[src/rtl/vs_rr_arbiter_4x1.sv]
// Purpose: four-way round-robin arbiter driving the select of a 4:1 mux; holds each grant until release.
// Latency: a request seen at one edge is granted by that edge; back-to-back handover on release, no idle cycle.
// Backpressure: a grant ends on done, on its request dropping, or when the hold limit is reached.
module vs_rr_arbiter_4x1 #(
    parameter int         HOLD_MAX    = 16,
    parameter logic [1:0] DEFAULT_SEL = 2'd0
) (
    input  logic       clk,
    input  logic       reset_n,
    input  logic [3:0] req,
    input  logic       done,
    output logic [3:0] grant,
    output logic [1:0] select,
    output logic       grant_valid
);

    localparam int CNT_W = (HOLD_MAX > 2) ? $clog2(HOLD_MAX) : 1;
    localparam logic [CNT_W-1:0] CNT_LAST = (HOLD_MAX > 0) ? CNT_W'(HOLD_MAX - 1) : '1;

    typedef enum logic {
        IDLE  = 1'b0,
        GRANT = 1'b1
    } state_t;

    state_t           state_q, state_d;
    logic [3:0]       grant_q, grant_d;
    logic [1:0]       select_q, select_d;
    logic [1:0]       ptr_q, ptr_d;
    logic [CNT_W-1:0] cnt_q, cnt_d;

    logic [1:0] scan_base;
    logic [2:0] pick;
    logic       hold_hit;
    logic       release_now;

    // Returns {found, index} of the first set request scanning base, base+1, ... mod 4.
    function automatic logic [2:0] arb(input logic [3:0] r, input logic [1:0] base);
        logic [2:0] res;
        logic [1:0] idx;
        res = 3'b000;
        for (int k = 3; k >= 0; k--) begin
            idx = base + 2'(k);
            if (r[idx]) begin
                res = {1'b1, idx};
            end
        end
        return res;
    endfunction

    // On release the holder becomes lowest priority by scanning from the slot after it.
    assign scan_base   = (state_q == GRANT) ? (select_q + 2'd1) : ptr_q;
    assign pick        = arb(req, scan_base);
    assign hold_hit    = (HOLD_MAX != 0) && (cnt_q == CNT_LAST);
    assign release_now = done | ~req[select_q] | hold_hit;

    always_comb begin
        state_d  = state_q;
        grant_d  = grant_q;
        select_d = select_q;
        ptr_d    = ptr_q;
        cnt_d    = cnt_q;
        case (state_q)
            IDLE: begin
                if (pick[2]) begin
                    state_d  = GRANT;
                    grant_d  = 4'b0001 << pick[1:0];
                    select_d = pick[1:0];
                    cnt_d    = '0;
                end
            end
            GRANT: begin
                if (release_now) begin
                    ptr_d = select_q + 2'd1;
                    cnt_d = '0;
                    if (pick[2]) begin
                        grant_d  = 4'b0001 << pick[1:0];
                        select_d = pick[1:0];
                    end else begin
                        // select keeps the last index so the mux output stays quiet while idle
                        state_d = IDLE;
                        grant_d = 4'b0000;
                    end
                end else if (cnt_q != '1) begin
                    cnt_d = cnt_q + 1'b1;
                end
            end
            default: begin
                state_d = IDLE;
                grant_d = 4'b0000;
            end
        endcase
    end

    always_ff @(posedge clk or negedge reset_n) begin
        if (!reset_n) begin
            state_q  <= IDLE;
            grant_q  <= 4'b0000;
            select_q <= DEFAULT_SEL;
            ptr_q    <= 2'd0;
            cnt_q    <= '0;
        end else begin
            state_q  <= state_d;
            grant_q  <= grant_d;
            select_q <= select_d;
            ptr_q    <= ptr_d;
            cnt_q    <= cnt_d;
        end
    end

    assign grant       = grant_q;
    assign select      = select_q;
    assign grant_valid = (state_q == GRANT);

endmodule

[config.mk]
export PLATFORM = sky130hd
export DESIGN_NAME = vs_rr_arbiter_4x1
export DESIGN_NICKNAME = d
export VERILOG_FILES = /design/src/rtl/vs_rr_arbiter_4x1.sv
export SDC_FILE = /design/constraint.sdc
export NUM_CORES = 1
export LEC_CHECK = 0
export CAP_MARGIN = 10
export CORE_UTILIZATION = 54
export CTS_CLUSTER_SIZE = 28
export DETAILED_ROUTE_END_ITERATION = 10
export PLACE_DENSITY_LB_ADDON = 0.12
export SLEW_MARGIN = 30
export SYNTH_ARGS = -nofsm -noshare
export SYNTH_HDL_FRONTEND = slang
export SYNTH_SLANG_ARGS = --single-unit
[constraint.sdc]
create_clock -name clk -period 3.3 [get_ports clk]
set_input_delay 0.66 -clock clk [delete_from_list [all_inputs] [get_ports clk]]
set_output_delay 0.66 -clock clk [all_outputs]
set_load 0.01 [all_outputs]
==> impl_summary.log <==
[metrics] maximum cell stage delay along the critical path: roughly 0.69 ns
[metrics] # placed instances: about 100
[metrics] fraction of final layout cells with drive strength greater than 1: around an eighth
[metrics] post-route DRC violation count: 0
[metrics] GPL Wtd Cong: 0.7000
[metrics] Setup Fix Bufs, Post-CTS: 0
[metrics] post-CTS resize count: 0
[metrics] Mapped Avg Cell Area: roughly 10 um2
[metrics] area used by sequential logic in the layout: about 330 um2
[metrics] power density relative to cell area: around 740 mW/mm2
[metrics] WL/cell: approximately 14 um
[metrics] Slowest-stage cell, CP: sky130_fd_sc_hd__dfrtp_1
[metrics] number of antenna violations at the first check in global routing: 0
[metrics] total CTS buffers: 3
[metrics] min cycle time layout: 2.261 ns
[metrics] placeable core area: around 0.0013 mm2
[metrics] overall global routing resource usage: a little under a quarter
[metrics] status: complete, no violations
[metrics] largest net degree at the start of global routing: 19
[metrics] setup TNS after final layout: 0 ns
[metrics] final-layout fill cell count: 102
[metrics] Post-synth EDFFs: 0
[metrics] Async SR Flop Fraction: 100.0%
[metrics] worst slew margin relative to its limit: between 60 and 70%
[metrics] dominant delay contributor by cell family on the critical path: flip-flops
[metrics] die extent in x: a little over 40 um
[metrics] instance area after placement: 912.1 um2
[metrics] combined buffer and inverter count along the critical path: 1
[metrics] Max Clock Skew: 0.001915 ns
[metrics] arrival time worst endpoint: around 1.6 ns
[metrics] Vert. Die Dim: 40.51 um
[metrics] Sinks on Clock Net: 13
[metrics] net total in the final layout: 102
[metrics] number of synthesized register bits: 13
[metrics] Clock Path Buffers: 2
[metrics] Finished Layout Cells: around 110
[metrics] timing-limited maximum frequency: 442.3 MHz
[metrics] count of endpoints failing setup in the final report: 0
[metrics] count of vias placed by the detailed router: between 600 and 700
[metrics] IO Port Bufs: 13
[metrics] critical path class: reg -> out
[metrics] Worst setup EP type: output port
[metrics] DPL Wire Length: roughly 1100 um
[metrics] number of hold buffers added after CTS: 0
[metrics] CTS tree: yes
[metrics] number of warning messages in the yosys log: 0
[metrics] post-synthesis cell count: 80
[metrics] number of hold violations in the final report: 0
[metrics] setup repair after global routing missed its margin: no
[metrics] synthesized area: around 800 um2
[metrics] post-synthesis sequential area ratio: approximately two fifths
[metrics] total number of placement rows: 13
[metrics] max-cap viol count: 0
[metrics] Post-synth top flop: sky130_fd_sc_hd__dfrtp_1
[metrics] diode count: 0
[metrics] wire length of the first global-routing pass: between 2000 and 2500 um
[metrics] first drt pass iteration count: 4
[metrics] source-to-sink clock delay at the later pin of the worst-skew pair: about 0.28 ns
[metrics] P_leak: a little over 0.0004 uW
[metrics] required arrival time at the worst endpoint: between 2 and 3 ns
[metrics] overflow left after global routing: 0
[metrics] Die ar.: between 0.0015 and 0.002 mm2
[metrics] clock-pin slew on the worst setup and hold paths: around 0.07 ns
[metrics] htree depth: 1
[metrics] Initial DRC Count: 9
[metrics] initial cell density of the core: approximately three fifths
[metrics] path class of the lowest-slack min-delay path: reg -> reg
[metrics] Routed WL: roughly 1500 um
[metrics] layout overhead on the synthesized area: 17.19%
[metrics] Routed Antenna Nets: 0
[metrics] Clk Tree Root Cell: sky130_fd_sc_hd__clkbuf_4
[metrics] top-level I/O count: 14
[metrics] average vias per placed instance: approximately 6
[metrics] actual transition at the worst max-transition pin: 0.5695 ns
[metrics] final worst-path cycle share: 68.52%
[metrics] critical path fanouts, max: 18
[metrics] Layout Cell Area excl Fill: ~940 um2
[metrics] Critical Path Source Type: flip-flop
[metrics] CP Cell Sequence: clkdlybuf4s50_1
[metrics] multi-input gate area in the final layout: between 400 and 500 um2
[metrics] vias in the first global route: 619
[metrics] number of distinct library cell variants in the gate-level netlist after synthesis: 38
[metrics] maximum vdd drop: a little over 0.4 mV
[metrics] number of max-slew violations in the final report: 0
[metrics] number of nets in the synthesized netlist: about 90
[sequential cells by signal, indices dropped and copies added (netlist names)]
register / count
cnt_q: 4
grant: 4
ptr_q: 2
select: 2
grant_valid: 1
[final cells by class]
type                            count  share of cell area [%]
Tap cell                           15                   2.000
Sequential cell                    13                   34.67
Clock buffer                        4                   2.800
Timing Repair Buffer               13                   13.87
Multi-Input combinational cell     61                   45.87
Inverter                            2                  0.8000
[cells in the final DEF (no fill, tap or decap), types with 3 or more instances in the layout]
master / netlist / routed
sky130_fd_sc_hd__nor2_1: 6 / 6
sky130_fd_sc_hd__a31oi_1: 3 / 3
sky130_fd_sc_hd__dfrtp_1: 13 / 13
sky130_fd_sc_hd__nand2_1: 8 / 8
sky130_fd_sc_hd__a22o_1: 3 / 3
sky130_fd_sc_hd__o21ai_0: 6 / 6
sky130_fd_sc_hd__clkdlybuf4s50_1: 0 / 13
sky130_fd_sc_hd__nand3_1: 3 / 3
sky130_fd_sc_hd__clkbuf_4: 0 / 3
[cells in the mapped netlist, drive strengths merged (2+ instances only)]
library cell | n | area (um2)
nor2 | 6 | 22.52
and3 | 2 | 15.01
a31oi | 3 | 18.77
nand2 | 9 | 41.29
nand3 | 4 | 32.53
o21ai | 8 | 43.79
a21o | 2 | 15.01
mux2i | 2 | 20.02
a21oi | 2 | 10.01
a21boi | 2 | 15.01
nor2b | 2 | 12.51
a22o | 3 | 26.28
dfrtp | 13 | 325.3
buf | 3 | 23.77
inv | 2 | 7.510
[routing by layer]
layer	vias up	routed length [um]	part of all wire, %	track usage (%)
li1	321	-	-	-
met1	316	660	43	27.56
met2	20	750	49	40.48
met3	5	73	4.8	2.222
met4	0	45	2.9	17.50
met5	-	0	0	0
[path summary, 6_finish.rpt]
kind / from / to / slack, ns / cells after the start
max: grant_valid / grant_valid / 1.04 / 1
min: grant[0] / grant[0] / 0.50 / 2
min in group asynchronous: reset_n / cnt_q[2] / 0.74 / 1
max in group asynchronous: reset_n / grant[2] / 2.18 / 1
min reg2reg: grant[0] / grant[0] / 0.50 / 2
max reg2reg: grant_valid / grant[1] / 1.29 / 5
[metrics by stage]
step | utilization (%) | power, uW | hold slack, ns | setup WS [ns]
2_1_floorplan | - | 501.5 | 0.3644 | 1.437
3_3_place_gp | 68.39 | 593.8 | 0.4790 | 0.7922
6_report | 70.36 | 693.5 | 0.4968 | 1.039
3_5_place_dp | 68.39 | 599.1 | 0.4763 | 0.8001
5_1_grt | 70.36 | 746.7 | 0.5311 | 0.9379
4_1_cts | 70.36 | 702.0 | 0.5022 | 1.028
[cell families (layout without fill, tap and decap cells)]
kind of cell | after synthesis | in the layout | synth area share, %
adder cells (fa/ha/maj) | 1 | 1 | 1.562
multiplexers | 4 | 4 | 6.719
XOR/XNOR | 1 | 1 | 1.094
buffers and inverters | 6 | 19 | 5.625
AO/OA/AOI/OAI | 25 | 25 | 22.19
flip-flops | 13 | 13 | 40.62
AND/OR/NAND/NOR | 30 | 30 | 22.19
[where the power goes]
group	switching (uW)	internal, uW
sequential	65.6	211
combinational	141	178
clock	50.9	46.9
total	258	436
No activity file was read; power rests on OpenSTA's default activity.
==> variant 1, RTL diff (config.mk and constraints unchanged) <==
Change the parameter `HOLD_MAX` from 16 to 64.
--- a/src/rtl/vs_rr_arbiter_4x1.sv
+++ b/src/rtl/vs_rr_arbiter_4x1.sv
@@ -2,7 +2,7 @@
 // Latency: a request seen at one edge is granted by that edge; back-to-back handover on release, no idle cycle.
 // Backpressure: a grant ends on done, on its request dropping, or when the hold limit is reached.
 module vs_rr_arbiter_4x1 #(
-    parameter int         HOLD_MAX    = 16,
+    parameter int         HOLD_MAX    = 64,
     parameter logic [1:0] DEFAULT_SEL = 2'd0
 ) (
     input  logic       clk,
Function: no difference found for any inputs over 10 cycles, from zero or initial values and one cycle with reset_n low; that may be too few to reach the edited logic, so the function may still have changed.
==> variant 1 against the unedited design <==
Setup slack lost 0.089 ns; area after synthesis grew 10%; design area grew 8.9%; sequential share of layout area grew 2.1 points; non-clock buffer count is the same; wire length grew 15%; sequential cell count grew 2; power grew 8.7%; core utilization shrank 3.3 points; clock power grew 11%; fmax shrank 3.8%; critical endpoint is now select[0]; highest routed layer unchanged.
==> variant 1: results (changes against the unedited design) <==
.. list-table::
   :header-rows: 1

   * - Metric
     - Value
   * - End point of the critical path
     - select[0]
   * - Beginning of the critical path
     - req[3]
   * - Placed instance count
     - 115 (+11%)
   * - Proportion of synthesized chip area in sequential cells
     - 42.4% (+1.8 points)
   * - Layout Cells excl Fill
     - 119 (+10%)
   * - Worst Reg2Reg Path Length in Cells
     - 4 (-1)
   * - Instance count along the most critical hold path
     - 1 (-1)
   * - Distinct cell type count of the synthesized netlist
     - 37 (-2.6%)
   * - Transition time at the pin with the least slew margin
     - 0.643 ns (+0.0738 ns)
   * - Clk_lat worst skew
     - 0.30 ns (+0.02 ns)
   * - Pin count of the biggest net entering global routing
     - 18 (-1)
   * - Routing usage on met3
     - 4.74% (+2.5 points)
   * - Maximum vdd drop
     - 0.427 mV (+5.1%)
   * - Met3 wire length
     - 69 µm (-5.5%)
   * - Arr. time, crit path
     - 2.53 ns (+0.93 ns)
   * - Total routed wire length on the met1 layer
     - 873 µm (+32%)
   * - Global-route wire length before repair
     - 3080 µm (+24%)
   * - Final critical-path share of the clock period
     - 71.2% (+2.7 points)
   * - Count of nets after finishing
     - 112 (+9.8%)
   * - Critical hold path startpoint
     - cnt_q[5]
   * - Leading cell types by total area after synthesis
     - sky130_fd_sc_hd__dfrtp_1 (42%), sky130_fd_sc_hd__o21ai_0 (5.7%), sky130_fd_sc_hd__nand2_1 (4.2%)
   * - Metal2 WL
     - 788 µm (+5.1%)
   * - Overall power of the completed layout
     - 0.754 mW (+8.7%)
   * - Half-perimeter wire length of the detailed placement result
     - 1270 µm (+17%)
   * - Power drawn by the sequential cells
     - 0.299 mW (+8.3%)
   * - Number of nets produced by synthesis
     - 99 (+13%)
   * - Most frequent cells after synthesis
     - sky130_fd_sc_hd__dfrtp_1 (15), sky130_fd_sc_hd__nand2_1 (10), sky130_fd_sc_hd__o21ai_0 (10)
   * - Aggregate global-route resource usage
     - 22.8% (-1.0 points)
   * - Worst reg2reg path startpoint
     - select[0]
   * - Wire length after detailed routing
     - 1760 µm (+15%)
   * - Met2 Usage GRT
     - 33.8% (-6.6 points)
   * - Comb group
     - 0.345 mW (+8.2%)
   * - Status
     - complete, no violations
   * - Final estimated routing congestion in global placement
     - 0.807 (+15%)
   * - Post-placement worst setup slack
     - 0.671 ns (-0.129 ns)
   * - Skew final
     - 0.00670 ns (+0.00478 ns)
   * - Total leakage power
     - 0.428 nW (+4.5%)
[variant 1: worst max-delay path, stage by stage]
cell and delay, ns:
sky130_fd_sc_hd__clkdlybuf4s50_1 0.52, sky130_fd_sc_hd__mux4_2 0.55, sky130_fd_sc_hd__o2111ai_2 0.20, sky130_fd_sc_hd__and2_4 0.27, sky130_fd_sc_hd__mux2_2 0.33
[variant 1: area by class of cell]
class / instances / area [µm²]
fill: 126 / 502
multi-input combinational: 67 / 454
sequential: 15 / 375
timing repair buffer: 13 / 130
clock buffer: 3 / 22.5
tap: 16 / 20.0
inverter: 4 / 15.0
clock inverter: 1 / 5.00
[variant 1: cells by family (layout without fill, tap and decap cells)]
group / Yosys count / in the layout / synth area share [%]
AOI/OAI and AO/OA: 30 / 30 / 23.8
xor gates and xnor gates: 2 / 2 / 1.98
adders and majority gates: 1 / 1 / 1.41
buffers and inverters: 9 / 21 / 6.22
DFF: 15 / 15 / 42.4
muxes: 4 / 4 / 6.08
and+or+nand+nor: 30 / 30 / 18.1
==> variant 2, RTL diff (same settings) <==
Without the edit above. Reset style: synchronous (`reset_n`), changed in one clocked block.
--- a/src/rtl/vs_rr_arbiter_4x1.sv
+++ b/src/rtl/vs_rr_arbiter_4x1.sv
@@ -91,7 +91,7 @@
         endcase
     end
 
-    always_ff @(posedge clk or negedge reset_n) begin
+    always_ff @(posedge clk) begin
         if (!reset_n) begin
             state_q  <= IDLE;
             grant_q  <= 4'b0000;
Check against the original RTL: differs if reset_n is asserted again (counterexample within 4 cycles, from zero or initial values and one cycle with reset_n low); with reset_n held inactive, the same outputs for 10 cycles.
==> variant 2 against the unedited design <==
Critical path depth increased by 5; die area is 8.5% lower; wire length grew 11%; design area is 4.1% lower; fmax about the same; sequential share of layout area shrank 5.7 points; setup slack worse by 0.0018 ns; sequential cell count unchanged; cell count grew 5.6%; register-to-register slack better by 0.12 ns; area after synthesis shrank 8.9%; global-route usage rose by 2.7 points; largest cell class unchanged.
Power is not compared: it rests on default switching activity, and its combinational part moved more than twofold at a synthesized area within 25%.
==> variant 2: results (changes against the unedited design) <==
.. list-table::
   :header-rows: 1

   * - Metric
     - Value
   * - Met2 Usage GRT
     - 43.3% (+2.9 points)
   * - Library cell occupying the most area in the post-synthesis netlist
     - sky130_fd_sc_hd__dfxtp_1
   * - Minimum setup slack among reg-to-reg paths
     - 1.41 ns (+0.12 ns)
   * - Pin count of the biggest net entering global routing
     - 15 (-4)
   * - Met3 wire length
     - 76 µm (+4.1%)
   * - Category of cells accounting for the largest share of critical-path delay
     - compound AO/OA/AOI/OAI gates
   * - Vias per inst
     - 6.25 (+2.0%)
   * - Worst Reg2Reg Path Length in Cells
     - 4 (-1)
   * - Global-route wire length before repair
     - 2730 µm (+9.7%)
   * - Skew final
     - 0.00179 ns (-0.000127 ns)
   * - Hold Path End
     - grant[1]
   * - Largest stage delay on the critical path
     - 0.53 ns (-0.16 ns)
   * - Fill cell total of the finished layout
     - 93 (-8.8%)
   * - Routed length per instance
     - 14.9 µm (+5.5%)
   * - Aggregate global-route resource usage
     - 26.5% (+2.7 points)
   * - Post-synth ARST share
     - 0% (-100 points)
   * - Starting DRC count in detailed routing
     - 25 (+16)
   * - Worst reg2reg path startpoint
     - select[0]
   * - Met1 capacity usage during global routing
     - 33.1% (+5.5 points)
   * - Slowest cell on the critical path
     - sky130_fd_sc_hd__a2111oi_1
   * - Arr. time, crit path
     - 2.45 ns (+0.85 ns)
   * - Final estimated routing congestion in global placement
     - 0.799 (+14%)
   * - Critical hold path startpoint
     - grant[1]
   * - Number of nets produced by synthesis
     - 92 (+4.5%)
   * - Total routed wire length on the met1 layer
     - 806 µm (+22%)
   * - Overall power of the completed layout
     - 0.383 mW
   * - Metal2 WL
     - 796 µm (+6.1%)
   * - Proportion of synthesized chip area in sequential cells
     - 35.7% (-4.9 points)
   * - Worst flop-to-flop path endpoint
     - grant[3]
   * - Status
     - complete, no violations
   * - Fraction of layout instances using a drive strength above 1
     - 11.0% (-1.9 points)
[variant 2: layout make-up]
| class | count | share of cell area, % |
|---|---|---|
| tap | 14 | 1.95 |
| clock buffer | 3 | 2.50 |
| inverter | 4 | 1.67 |
| multi-input combinational | 66 | 49.9 |
| timing repair buffer | 13 | 14.5 |
| clock inverter | 1 | 0.556 |
| sequential | 13 | 28.9 |
[variant 2: cell families after synthesis]
kind of cell             count (synthesis)  synth area share (%)
flip-flops                              13                  35.7
XOR/XNOR                                 1                  1.20
multiplexers                             4                  7.20
AND/OR/NAND/NOR                         39                  29.8
buffers and inverters                    5                  2.74
adder cells (fa/ha/maj)                  1                  1.71
AO/OA/AOI/OAI                           21                  21.6
[variant 2: through the flow]
stage          hold WS (ns)  setup WS [ns]  area (µm²)  utilization [%]
2_1_floorplan         0.471           1.42         729                -
3_5_place_dp          0.441          0.764         872             73.5
3_3_place_gp          0.444          0.809         872             73.5
5_1_grt               0.496          0.908         900             75.8
4_1_cts               0.460           1.04         900             75.8
6_report              0.454           1.04         900             75.8
